**src/rtl/atmospheric_light_estimator.sv**
```systemverilog
`timescale 1ns/1ps
`default_nettype none
// ============================================================================
// Module   : atmospheric_light_estimator
// Purpose  : Per-frame atmospheric light (A) estimator for the dehaze path.
//            Finds the pixel whose dark channel min(R,G,B) is largest in each
//            frame (earliest pixel wins ties) and publishes its RGB as A,
//            optionally IIR-smoothed across frames and clamped from below.
// Ports    : clk              - sole clock, rising edge
//            rst              - asynchronous, active-low reset
//            i_r/i_g/i_b      - pixel channels, sampled when i_valid=1
//            i_valid          - pixel qualifier, gaps allowed on any cycle
//            i_sof            - start of frame (only with i_valid=1)
//            o_a_r/o_a_g/o_a_b- current atmospheric light
//            o_valid          - sticky, high once the first A was published
//            o_update         - one-cycle pulse when o_a_* take a new value
// Revision : 1.0 - initial release
// ============================================================================
module atmospheric_light_estimator #(
    parameter int          IMG_WIDTH  = 512,
    parameter int          IMG_HEIGHT = 512,
    parameter int          SMOOTH     = 1,
    parameter logic [7:0]  A_FLOOR    = 8'd64
) (
    input  logic       clk,
    input  logic       rst,
    input  logic [7:0] i_r,
    input  logic [7:0] i_g,
    input  logic [7:0] i_b,
    input  logic       i_valid,
    input  logic       i_sof,
    output logic [7:0] o_a_r,
    output logic [7:0] o_a_g,
    output logic [7:0] o_a_b,
    output logic       o_valid,
    output logic       o_update
);

    localparam int c_npix  = IMG_WIDTH * IMG_HEIGHT;
    localparam int c_cnt_w = (c_npix > 1) ? $clog2(c_npix) : 1;
    localparam logic [c_cnt_w-1:0] c_last_idx = c_cnt_w'(c_npix - 1);

    typedef enum logic [0:0] {
        ST_SCAN   = 1'b0,
        ST_UPDATE = 1'b1
    } state_t;

    // ------------------------------------------------------------------------
    // Stage 1: accept pixel, compute dark channel, tag frame boundaries
    // ------------------------------------------------------------------------
    logic [c_cnt_w-1:0] r_cnt;
    logic [c_cnt_w-1:0] w_idx;
    logic               w_first;
    logic               w_last;
    logic [7:0]         w_min_rg;
    logic [7:0]         w_dark;

    logic               r_s1_valid;
    logic               r_s1_first;
    logic               r_s1_last;
    logic [7:0]         r_s1_r;
    logic [7:0]         r_s1_g;
    logic [7:0]         r_s1_b;
    logic [7:0]         r_s1_dark;

    always_comb begin
        // A sof pixel is index 0 regardless of where the counter stood;
        // this also discards any partial frame.
        w_idx    = i_sof ? '0 : r_cnt;
        w_first  = (w_idx == '0);
        w_last   = (w_idx == c_last_idx);
        w_min_rg = (i_r < i_g) ? i_r : i_g;
        w_dark   = (w_min_rg < i_b) ? w_min_rg : i_b;
    end

    always_ff @(posedge clk or negedge rst) begin
        if (!rst) begin
            r_cnt      <= '0;
            r_s1_valid <= 1'b0;
            r_s1_first <= 1'b0;
            r_s1_last  <= 1'b0;
            r_s1_r     <= '0;
            r_s1_g     <= '0;
            r_s1_b     <= '0;
            r_s1_dark  <= '0;
        end else begin
            r_s1_valid <= i_valid;
            if (i_valid) begin
                r_s1_first <= w_first;
                r_s1_last  <= w_last;
                r_s1_r     <= i_r;
                r_s1_g     <= i_g;
                r_s1_b     <= i_b;
                r_s1_dark  <= w_dark;
                r_cnt      <= w_last ? '0 : (w_idx + c_cnt_w'(1));
            end
        end
    end

    // ------------------------------------------------------------------------
    // Stage 2: running maximum of the dark channel within the frame
    // ------------------------------------------------------------------------
    logic [7:0] r_max_dark;
    logic [7:0] r_trk_r;
    logic [7:0] r_trk_g;
    logic [7:0] r_trk_b;
    logic [7:0] r_frame_r;
    logic [7:0] r_frame_g;
    logic [7:0] r_frame_b;
    logic       r_pending;

    logic       w_take;
    logic [7:0] w_trk_r;
    logic [7:0] w_trk_g;
    logic [7:0] w_trk_b;
    logic       w_consume;

    state_t     r_state;
    state_t     w_state_nxt;

    always_comb begin
        // Strict compare keeps the earliest pixel on ties.
        w_take  = r_s1_first || (r_s1_dark > r_max_dark);
        // The last pixel of a frame can itself be the winner, so frame_a is
        // captured from the tracker value as it will be after this pixel.
        w_trk_r = w_take ? r_s1_r : r_trk_r;
        w_trk_g = w_take ? r_s1_g : r_trk_g;
        w_trk_b = w_take ? r_s1_b : r_trk_b;
    end

    always_ff @(posedge clk or negedge rst) begin
        if (!rst) begin
            r_max_dark <= '0;
            r_trk_r    <= '0;
            r_trk_g    <= '0;
            r_trk_b    <= '0;
            r_frame_r  <= '0;
            r_frame_g  <= '0;
            r_frame_b  <= '0;
            r_pending  <= 1'b0;
        end else begin
            if (r_s1_valid && w_take) begin
                r_max_dark <= r_s1_dark;
                r_trk_r    <= r_s1_r;
                r_trk_g    <= r_s1_g;
                r_trk_b    <= r_s1_b;
            end
            if (r_s1_valid && r_s1_last) begin
                r_frame_r <= w_trk_r;
                r_frame_g <= w_trk_g;
                r_frame_b <= w_trk_b;
                r_pending <= 1'b1;
            end else if (w_consume) begin
                r_pending <= 1'b0;
            end
        end
    end

    // ------------------------------------------------------------------------
    // Stage 3: publish FSM
    // ------------------------------------------------------------------------
    logic r_first_done;
    logic w_smooth_sel;

    // (3*old + new + 2) >> 2 in 10 bits cannot overflow (max 1022), then floor.
    function automatic logic [7:0] f_publish(input logic [7:0] a_old,
                                             input logic [7:0] a_new,
                                             input logic       smooth);
        logic [9:0] s;
        logic [7:0] a;
        s = {2'b00, a_old} + {1'b0, a_old, 1'b0} + {2'b00, a_new} + 10'd2;
        a = smooth ? 8'(s >> 2) : a_new;
        return (a < A_FLOOR) ? A_FLOOR : a;
    endfunction

    always_ff @(posedge clk or negedge rst) begin
        if (!rst) begin
            r_state <= ST_SCAN;
        end else begin
            r_state <= w_state_nxt;
        end
    end

    always_comb begin
        w_state_nxt  = r_state;
        w_consume    = 1'b0;
        w_smooth_sel = (SMOOTH != 0) && r_first_done;
        case (r_state)
            ST_SCAN: begin
                if (r_pending) begin
                    w_state_nxt = ST_UPDATE;
                    w_consume   = 1'b1;
                end
            end
            ST_UPDATE: begin
                w_state_nxt = ST_SCAN;
            end
            default: begin
                w_state_nxt = ST_SCAN;
            end
        endcase
    end

    // The new A is registered on the edge that enters UPDATE, so it becomes
    // visible together with o_update two edges after the last pixel.
    always_ff @(posedge clk or negedge rst) begin
        if (!rst) begin
            o_a_r        <= '0;
            o_a_g        <= '0;
            o_a_b        <= '0;
            o_valid      <= 1'b0;
            r_first_done <= 1'b0;
        end else if (w_consume) begin
            o_a_r        <= f_publish(o_a_r, r_frame_r, w_smooth_sel);
            o_a_g        <= f_publish(o_a_g, r_frame_g, w_smooth_sel);
            o_a_b        <= f_publish(o_a_b, r_frame_b, w_smooth_sel);
            o_valid      <= 1'b1;
            r_first_done <= 1'b1;
        end
    end

    assign o_update = (r_state == ST_UPDATE);

endmodule
`default_nettype wire

```
**config.mk**
```make
export PLATFORM = sky130hd
export DESIGN_NAME = atmospheric_light_estimator
export DESIGN_NICKNAME = d
export VERILOG_FILES = /design/src/rtl/atmospheric_light_estimator.sv
export SDC_FILE = /design/constraint.sdc
export NUM_CORES = 1
export LEC_CHECK = 0
export CAP_MARGIN = 20
export CELL_PAD_IN_SITES_DETAIL_PLACEMENT = 0
export CELL_PAD_IN_SITES_GLOBAL_PLACEMENT = 1
export CORE_AREA = 10 10 158 123
export DETAILED_ROUTE_END_ITERATION = 10
export DIE_AREA = 0 0 168 133
export PLACE_DENSITY = 0.91
export SYNTH_ARGS = -nofsm -noshare
export SYNTH_HDL_FRONTEND = slang
export SYNTH_SLANG_ARGS = --single-unit
```
**constraint.sdc**
```tcl
create_clock -name clk -period 5.3 [get_ports clk]
set_clock_uncertainty 0.15 [all_clocks]
set_input_delay 0.53 -clock clk [delete_from_list [all_inputs] [get_ports clk]]
set_output_delay 0.53 -clock clk [all_outputs]
set_load 0.1 [all_outputs]
```
-- Yosys cells after proc, flatten, opt, wreduce, memory -nomap -nowiden
Index checks and enable logic that the tools add are counted.
Widths: inputs -> output; s select.
- add/sub/neg operators: 10
- magnitude comparators: 6
- eq/ne operators: 1
- muxes and demuxes: 18
- bitwise logic cells: 1
- reduce and logical (&&, ||, !) cells: 5
- operators by type and width (operator ; count):
    $mux 8 ; 11
    $mux 18 ; 2
    $add 10x2->10 const B ; 3
    $add 10x8->10 ; 3
    $add 8x9->10 ; 3
    $lt 8x7->1 const B ; 3
    $add 18x1->18 const B ; 1
    $eq 18x18->1 const B ; 1
    $logic_not 18->1 ; 1
    $lt 8x8->1 ; 2
    $gt 8x8->1 ; 1
    $mux 1 ; 4
    $logic_and 1x1->1 ; 2
    $pmux 1 s2 ; 1
    $reduce_bool 2->1 ; 1
    $logic_or 1x1->1 ; 1
    $not 1->1 ; 1
- bits in registers: 136
- input bits: 28
- logic and storage cells: 62

-- Depth between registers and ports, before layout
- word-level depth: 6
- gate-level depth with buffers: 15
- mapped depth without buffers: 13

-- Least setup slack after synthesis
OpenSTA, ideal clock, no wires.
- path kind: input-to-reg
- start point: in i_g[7]
- end point: reg r_s1_dark[0]
- data arrival time: 3.263 ns
- required time: 5.020 ns
- slack: 1.756 ns
- stages: 15
- path buffers: 2
- cell sequence: inv_1 -> ha_1 -> and2_1 -> a221oi_1 -> o21a_1 -> buf_2 -> mux2_2 -> ha_1 -> o21ai_0 -> nand2b_1 -> a21oi_1 -> o21a_1 -> clkbuf_1 -> o221a_2 -> o22ai_1
- longest elaborated chain between the ends: 4
- RTL lines (element ; RTL line ; RTL):
    start: declaration ; 28 ; input logic [7:0] i_g,
    $lt 8x8->1 ; 72 ; w_min_rg = (i_r < i_g) ? i_r : i_g;
    $mux 8 (*) ; 72 ;
    $lt 8x8->1 ; 73 ; w_dark = (w_min_rg < i_b) ? w_min_rg : i_b;
    $mux 8 (*) ; 73 ;
    end signal: assignment ; 94 ; r_s1_dark <= w_dark;
    end: declaration ; 64 ; logic [7:0] r_s1_dark;
Mark *: on every way between the ends. The rest lies on a longest branch, timed or not.
A chain may end at the register's enable or synchronous reset.

-- Worst setup path after layout
Same ends and word-level chain as after synthesis.

==> flow_metrics.env <==
export IMPL_peakVddDrop_mv=0.278
export IMPL_arrival_ns=4.16
export IMPL_crit_path_start="i_g[7]"
export IMPL_drc=0
export IMPL_period_share_pct=75.9
export IMPL_io_buffers=53
export IMPL_finalHoldViolCount=0
export IMPL_antenna_found_initial=0
export IMPL_yosys_top_cells_area="dfrtp_1, mux2_2, ha_1"
export IMPL_synth_top_area_share_pct=41.5
export IMPL_holdWs_ns=0.318
export IMPL_syn_num_nets=898
export IMPL_layout_commonest_cell="dfrtp_1"
export IMPL_power_leakage_nw=4.24
export IMPL_outcome="finished clean"
export IMPL_ant_nets=0
export IMPL_vias_per_cell=5.93
export IMPL_end_kind="register"
export IMPL_ff2ff_setup_slack_ns=1.71
export IMPL_rsz0062_at_grt="false"
export IMPL_reg2reg_depth=8
export IMPL_dieArea_mm2=0.0223
export IMPL_synthArstFlopShare_pct=100
export IMPL_area_delta_synth_final_pct=15.8
export IMPL_seqCellArea_mm2=0.00340
export IMPL_r2r_end="r_trk_r[6]"
export IMPL_wl_met1_um=10400
export IMPL_wl_per_cell_um=17.9
export IMPL_tightest_slew_ns=1.07
export IMPL_grt_pass1_vias=6189
export IMPL_synth_seq_cells=136
export IMPL_wl_met3_um=1280
export IMPL_grt_overflow_total=0
export IMPL_multi_input_area_mm2=0.00442
export IMPL_met2WireLength_um=7200
export IMPL_drive_above_1_share_pct=13.4
export IMPL_synth_cell_types=61
export IMPL_first_iter_violations=552
export IMPL_synth_cells=798
export IMPL_cts_tree="built"
export IMPL_synth_edf_count=0
export IMPL_clk_latency_ns=0.42
export IMPL_crit_path_start_kind="primary input"
export IMPL_path_class="primary input to register"
export IMPL_core_area_mm2=0.0165
export IMPL_dpl_cell_count=1032
export IMPL_finalPower_mw=6.65
export IMPL_clock_sinks=136
export IMPL_grt_first_pass_wirelength_um=32600
export IMPL_critPathBufInv=2
export IMPL_instances_no_fill=1064
export IMPL_drt_wl_total_um=19000
export IMPL_cp_cell_sequence="clkdlybuf4s50_1, inv_1, ha_1, and2_1, a221oi_1, o21a_1, mux2_2, ha_1, a21oi_1, o21a_1, o2111a_1, o211a_1, o221a_2, o22ai_1"
export IMPL_fin_setup_tns_ns=0
export IMPL_crit_end="r_s1_dark[0]"
export IMPL_syn_area_mm2=0.00821
export IMPL_clockBufferDepth=2
export IMPL_layout_common_cells="dfrtp_1, mux2_2, ha_1"
export IMPL_nets=938
export IMPL_critPathSlowestCell="clkdlybuf4s50_1"
export IMPL_cpPeakStageDelay_ns=0.49
export IMPL_r2r_start="r_s1_dark[1]"
export IMPL_cts_max_level=4
export IMPL_clk_pin_slew_ns=0.06
export IMPL_design_area_mm2=0.00951
export IMPL_cp_max_fo=8
export IMPL_hpwl_um=13300
export IMPL_cp_depth=14
export IMPL_setup_ws_ns=1.28
export IMPL_setup_viol=0
export IMPL_post_place_ws_ns=0.910
export IMPL_post_cts_buffers=0
export IMPL_maxSlewViolCount=0
export IMPL_gr_usage_all_layers_pct=17.6
export IMPL_cts_buffers=17
export IMPL_drv_cap=0
export IMPL_initial_utilization_pct=49.8
export IMPL_finish_utilization_pct=57.7
export IMPL_grt_start_max_net_pins=110
export IMPL_synth_flop_cell="dfrtp_1"
export IMPL_fillers=1411
export IMPL_placed_area_mm2=0.00891
export IMPL_die_w_um=168
export IMPL_vias=6313
export IMPL_slew_limit_headroom_pct=28.4
export IMPL_cts_root_buf="clkbuf_16"
export IMPL_power_density_mw_per_mm2=700
export IMPL_path_delay_family="compound AO/OA/AOI/OAI gates"
export IMPL_num_rows=41
export IMPL_synth_avg_cell_area_um2=10.3
export IMPL_hold_class="primary input to async pin"
export IMPL_ys_warnings_count=0
export IMPL_routed_top_layer="met4"
export IMPL_required_ns=5.43
export IMPL_drtPass1Iterations=6
export IMPL_dieHeight_um=133
export IMPL_period_needed_ns=4.02
export IMPL_yosysSeqAreaShare_pct=41.5
export IMPL_fmax_mhz=249
export IMPL_yosys_area_top_type="dfrtp_1"
export IMPL_gp_congestion=0.886
export IMPL_io_pins=54
export IMPL_diodes=0
registers in the layout (all words and copies together) (netlist names):
name / flops
r_frame_b: 8
o_update: 1
r_max_dark: 8
r_s1_b: 8
r_s1_g: 8
r_s1_last: 1
r_trk_b: 8
r_s1_r: 8
o_valid: 1
o_a_b: 8
r_cnt: 18
r_s1_first: 1
r_trk_g: 8
r_pending: 1
r_s1_dark: 8
o_a_g: 8
r_s1_valid: 1
r_frame_g: 8
o_a_r: 8
r_frame_r: 8
r_trk_r: 8
cell usage after synthesis, types with 7 or more instances:
cell / count
o31ai_1: 44
nand2b_1: 9
fa_1: 18
ha_1: 54
clkbuf_1: 37
nor3_1: 16
mux2_2: 63
dfrtp_1: 136
nand4_1: 30
a31oi_1: 28
xnor2_1: 7
o21ai_0: 37
o22ai_1: 9
inv_1: 53
o21a_1: 12
a21o_1: 12
nand2_1: 42
a21oi_1: 28
mux2i_1: 15
nor2_1: 44
nand3_1: 9
xor2_1: 7
how the worst min path moves through the flow:
stage | from | to | slack (ns)
5_1_grt | rst | r_cnt[3] | 0.32
4_1_cts | rst | r_cnt[3] | 0.13
3_5_place_dp | r_s1_last | r_s1_last | 0.33
3_3_place_gp | r_pending | r_pending | 0.31
2_1_floorplan | rst | o_a_b[0] | 0.08
6_report | rst | r_cnt[3] | 0.32
where the power goes:
part | internal [mW] | switching [mW] | total [mW]
combinational | 1.56 | 2.27 | 3.83
sequential | 1.36 | 0.315 | 1.67
clock | 0.710 | 0.439 | 1.15
total | 3.63 | 3.02 | 6.65
metal layers:
layer	vias to the layer above	global-route usage [%]
met2	167	22.7
met5	-	0
met4	0	4.49
met3	21	4.68
li1	3026	-
met1	3099	27.6
final cells by class:
class,instances,area share [%]
sequential,136,35.8
inverter,54,2.13
multi-input combinational,563,46.5
clock inverter,8,1.03
tap,215,2.83
clock buffer,22,4.88
timing repair buffer,66,6.81
repair_timing:
| action | 4_1_cts | 5_1_grt |
|---|---|---|
| hold buffers | 0 | 1 |
| endpoints found under the hold margin | 0 | 7 |
| resized for setup | 0 | 0 |
logic make-up (layout without fill, tap and decap cells):
logic type               after synthesis  in the layout  synth area share [%]
AND/OR/NAND/NOR                      188            188                  11.6
AO/OA/AOI/OAI                        210            210                  17.5
multiplexers                          79             79                  10.6
buffers and inverters                 99            150                  4.65
flip-flops                           136            136                  41.5
adder cells (fa/ha/maj)               72             72                  12.6
XOR/XNOR                              14             14                  1.49
(Power assumes the default switching activity.)
==> RTL edit 1, RTL diff (same flow settings) <==
Make the reset (`rst`) synchronous in 4 clocked blocks. Comments in the files are not updated.
--- a/src/rtl/atmospheric_light_estimator.sv
+++ b/src/rtl/atmospheric_light_estimator.sv
@@ -74,5 +74,5 @@
     end
 
-    always_ff @(posedge clk or negedge rst) begin
+    always_ff @(posedge clk) begin
         if (!rst) begin
             r_cnt      <= '0;
@@ -129,5 +129,5 @@
     end
 
-    always_ff @(posedge clk or negedge rst) begin
+    always_ff @(posedge clk) begin
         if (!rst) begin
             r_max_dark <= '0;
@@ -174,5 +174,5 @@
     endfunction
 
-    always_ff @(posedge clk or negedge rst) begin
+    always_ff @(posedge clk) begin
         if (!rst) begin
             r_state <= ST_SCAN;
@@ -204,5 +204,5 @@
     // The new A is registered on the edge that enters UPDATE, so it becomes
     // visible together with o_update two edges after the last pixel.
-    always_ff @(posedge clk or negedge rst) begin
+    always_ff @(posedge clk) begin
         if (!rst) begin
             o_a_r        <= '0;
Check against the original RTL: same outputs for any inputs over 10 cycles, from zero or initial values and one cycle with rst low; that may be too few to reach the edited logic, so the function may still have changed.
==> RTL edit 1 against the unedited design <==
  * Via count shrank 2.8%
  * Area after synthesis shrank 4.5%
  * Core utilization shrank 2.6 points
  * Routed wire length shrank 5.4%
  * Synthesized cell count grew 6.4%
  * Final area shrank 4.5%
  * Setup slack lost 0.38 ns
  * Sequential cell count is the same
  * Critical path type unchanged
  * Highest routed layer unchanged
Power is not compared: it rests on default switching activity, and its combinational part moved more than twofold at a synthesized area within 25%.
==> RTL edit 1: results <==
worst_setup_path:
  cp_top_family: "compound AO/OA/AOI/OAI gates"
  critPathMaxFanout: 14
  cp_slowest_cell: "a21oi_1"
  arrival_ns: 4.56
  slowest_delay_ns: 0.68
power_and_ir_drop:
  power_leakage_uw: 0.00398
  switching_share_pct: 27.5
  peakVddDrop_mv: 0.247
cells_and_area:
  fillers: 1489
  largest_register_ffs: 18
  drive_gt1_share_pct: 6.89
  diodes: 0
  fin_nets: 987
  top_register: "r_cnt"
timing:
  worst_pin_slew_ns: 0.991
  setup_viol: 0
placed_design:
  dp_hpwl_um: 12800
  dpl-instance-area_um2: 8520
  dp_cells: 1083
  gp_congestion: 0.863
  portBuffers: 53
synth:
  synthTopCellsByArea: "dfxtp_1, mux2i_1, ha_1"
  postSynthCellCount: 849
  yosys_warnings: 0
  synthArstFlopShare_pct: 0
  ys_seq_area_share_pct: 34.7
  synth_commonest_cells: "dfxtp_1, mux2i_1, nor2b_1, o21ai_0"
  yosysTopAreaCellShare_pct: 34.7
  synth_cell_types: 68
  syn_nets: 949
drt:
  viasPerCell: 5.50
  drt-total-wl_um: 18000
  drt_iter0_drc: 435
  vias: 6136
  firstDrtPassIters: 4
  ant_nets: 0
run_status:
  status: "completed"
clocking:
  cts_setup_buffers: 0
  cts_made_buffers: 17
  clock-root-buffer: "clkbuf_16"
  clk_pin_slew_ns: 0.06
  clock_latency_ns: 0.42
  ctsResizeCount: 0
  cts_max_level: 4
  clock_path_buffers: 2
global_routing:
  grt_first_pass_wirelength_um: 30400
  first_global_vias: 5955
  grt_antenna_before_repair: 0
  grt_max_degree: 71
  grt.overflow.total: 0
  grt_usage_pct: 16.2
worst_hold_path:
  hold_path_class: "reg -> reg"
[RTL edit 1: per-layer routing]
metal	wire length, um	vias to the layer above	global-route usage, %	part of all wire (%)
met1	8810	2887	21.6	49
met2	8030	124	24.8	45
met5	0	-	0	0
met4	212	0	4.20	1.2
li1	-	3107	-	-
met3	944	18	4.79	5.2
[RTL edit 1: path summary, 6_finish.rpt]
path / from / endpoint / slack, ns / depth (start not counted)
setup reg to reg: o_a_b[3]$_SDFFE_PN0P_ / o_a_b[2]$_SDFFE_PN0P_ / 2.24 / 8
hold / removal: r_s1_dark[0]$_SDFFE_PN0P_ / r_s1_dark[0]$_SDFFE_PN0P_ / 0.34 / 2
setup / recovery: i_g[7] / r_s1_dark[4]$_SDFFE_PN0P_ / 0.90 / 14
hold reg to reg: r_s1_dark[0]$_SDFFE_PN0P_ / r_s1_dark[0]$_SDFFE_PN0P_ / 0.34 / 2
[RTL edit 1: through the flow]
| step | worst slack, ns | util, % |
|---|---|---|
| 3_3_place_gp | 0.637 | 51.6 |
| 6_report | 0.895 | 55.1 |
| 4_1_cts | 0.941 | 55.1 |
| 3_5_place_dp | 0.502 | 51.7 |
| 2_1_floorplan | 1.55 | - |
| 5_1_grt | 0.534 | 55.1 |
[RTL edit 1: cell type report]
| class | instances | area share, % |
|---|---|---|
| timing repair buffer | 64 | 6.78 |
| sequential | 136 | 30.0 |
| clock inverter | 13 | 1.32 |
| multi-input combinational | 622 | 52.2 |
| inverter | 46 | 1.90 |
| clock buffer | 19 | 4.88 |
| tap | 215 | 2.96 |
[RTL edit 1: worst min-delay path: stages, from the launching register on]
cell and delay (ns):
dfxtp_1 0.32, nand2_1 0.06, a21boi_0 0.06
[RTL edit 1: power by group through the flow]
| stage | Clock, uW | Combinational (uW) | Sequential [uW] |
|---|---|---|---|
| after detailed placement | 0 | 403 | 1100 |
| after global routing | 1200 | 444 | 1080 |
| after global placement | 0 | 396 | 1100 |
| final | 1130 | 406 | 1080 |
| after CTS | 1150 | 406 | 1080 |
| after floorplan | 0 | 308 | 1090 |
[RTL edit 1: cell families after synthesis]
group	Yosys count	synth area share (%)
AOI/OAI and AO/OA	191	15.3
xor gates and xnor gates	17	1.90
adders and majority gates	72	13.2
buffers and inverters	91	4.88
DFF	136	34.7
muxes	99	12.7
and+or+nand+nor	243	17.3
==> RTL edit 2, RTL diff (same settings) <==
Made on the original files. The parameter `IMG_HEIGHT` goes from 512 to 1024.
--- a/src/rtl/atmospheric_light_estimator.sv
+++ b/src/rtl/atmospheric_light_estimator.sv
@@ -19,5 +19,5 @@
 module atmospheric_light_estimator #(
     parameter int          IMG_WIDTH  = 512,
-    parameter int          IMG_HEIGHT = 512,
+    parameter int          IMG_HEIGHT = 1024,
     parameter int          SMOOTH     = 1,
     parameter logic [7:0]  A_FLOOR    = 8'd64
Formal check against the unedited RTL: same outputs for any inputs over 10 cycles, from zero or initial values and one cycle with rst low; that may be too few to reach the edited logic, so the function may still have changed.
==> RTL edit 2 against the unedited design <==
  * Setup slack got worse by 0.53 ns
  * Sequential cell count increased by 1
  * Routed wire length increased by 4.3%
  * Area after synthesis increased by 1.3%
  * Largest cell class unchanged
  * Synthesized cell count increased by 1.8%
  * Via count increased by 2.7%
  * Final area increased by 0.92%
Power is not compared: it rests on default switching activity, and its combinational part moved more than twofold at a synthesized area within 25%.
==> RTL edit 2: results <==
timing:
  holdWs_ns: 0.0673
  slew_headroom_pct: 33.5
drt:
  wl_per_cell_um: 18.4
  drt_iter0_drc: 532
  viasPerCell: 6.01
  firstDrtPassIters: 5
worst_setup_path:
  cp_top_family: "compound AO/OA/AOI/OAI gates"
  arrival_ns: 4.69
  r2r_cells: 9
  startpoint: "i_g[2]"
  critPathMaxFanout: 10
  r2r-start: "r_s1_dark[1]$_DFFE_PN0P_"
  rr_endpoint: "r_trk_g[5]$_DFFE_PN0P_"
  slowest_delay_ns: 0.55
  ff2ff_setup_slack_ns: 1.88
  crit_end: "r_s1_dark[2]$_DFFE_PN0P_"
synth:
  synth_cell_types: 66
  synth_compound_area_share_pct: 17.5
  syn_nets: 912
  synthTopCellsByArea: "dfrtp_1, mux2_2, ha_1"
  synth_xor_area_share_pct: 1.48
  synthArstFlopShare_pct: 100
  synth_edf_count: 0
  synth_commonest_cells: "dfrtp_1, mux2_2, ha_1, nor2_1, nand2_1"
  yosys_warnings: 0
  synthAdderAreaFrac_pct: 12.5
  ys_seq_area_share_pct: 41.2
  muxShareOfSynthArea_pct: 10.4
global_routing:
  grt_usage_pct: 18.1
  grt_antenna_before_repair: 0
  first_global_vias: 6459
  grt_max_degree: 105
  grt_first_pass_wirelength_um: 33700
clocking:
  cts_max_level: 4
  clock_latency_ns: 0.43
  clock_path_buffers: 2
  ctsResizeCount: 0
  clk_pin_slew_ns: 0.06
  cts_made_buffers: 17
power_and_ir_drop:
  switching_share_pct: 30.7
  power_leakage_uw: 0.00441
  p_per_area_nw_per_um2: 340
  peakVddDrop_mv: 0.256
  p_seq_share_pct: 40.6
placed_design:
  gp_congestion: 0.833
  dpl-instance-area_um2: 9010
  portBuffers: 53
  dp_hpwl_um: 13900
cells_and_area:
  top_register: "r_cnt"
  largest_register_ffs: 19
  drive_gt1_share_pct: 14.5
  diodes: 0
  fin_nets: 951
worst_hold_path:
  hold_path_class: "in -> async"
run_status:
  status: "completed"
## RTL edit 2: cell count changes after synthesis, moves of 6 or more
cell / change
nor3_1: +9
mux2i_1: -7
o21a_1: -7
mux2_2: +6
inv_1: -7
nor2_1: +6
nand2_1: +7
## RTL edit 2: routing by layer
metal / wire, um / global-route usage, % / vias up / part of all wire (%)
met1: 9680 / 25.5 / 3214 / 49
met5: 0 / 0 / - / 0
met3: 934 / 4.23 / 22 / 4.7
li1: - / - / 3086 / -
met2: 9030 / 27.1 / 164 / 46
met4: 182 / 4.78 / 0 / 0.92
## RTL edit 2: area by class of cell
class,count,area (um^2)
well taps,215,269
inverters,47,176
repair buffers,64,609
clock buffers,20,457
fillers,1378,6870
clock inverters,12,124
flip-flops and latches,137,3430
multi-input cells,584,4530
## RTL edit 2: through the flow
stage / setup WS, ns / cells
2_1_floorplan: 1.35 / 812
3_3_place_gp: 0.478 / 1047
3_5_place_dp: 0.350 / 1047
4_1_cts: 0.799 / 1079
5_1_grt: 0.424 / 1079
6_report: 0.742 / 1079
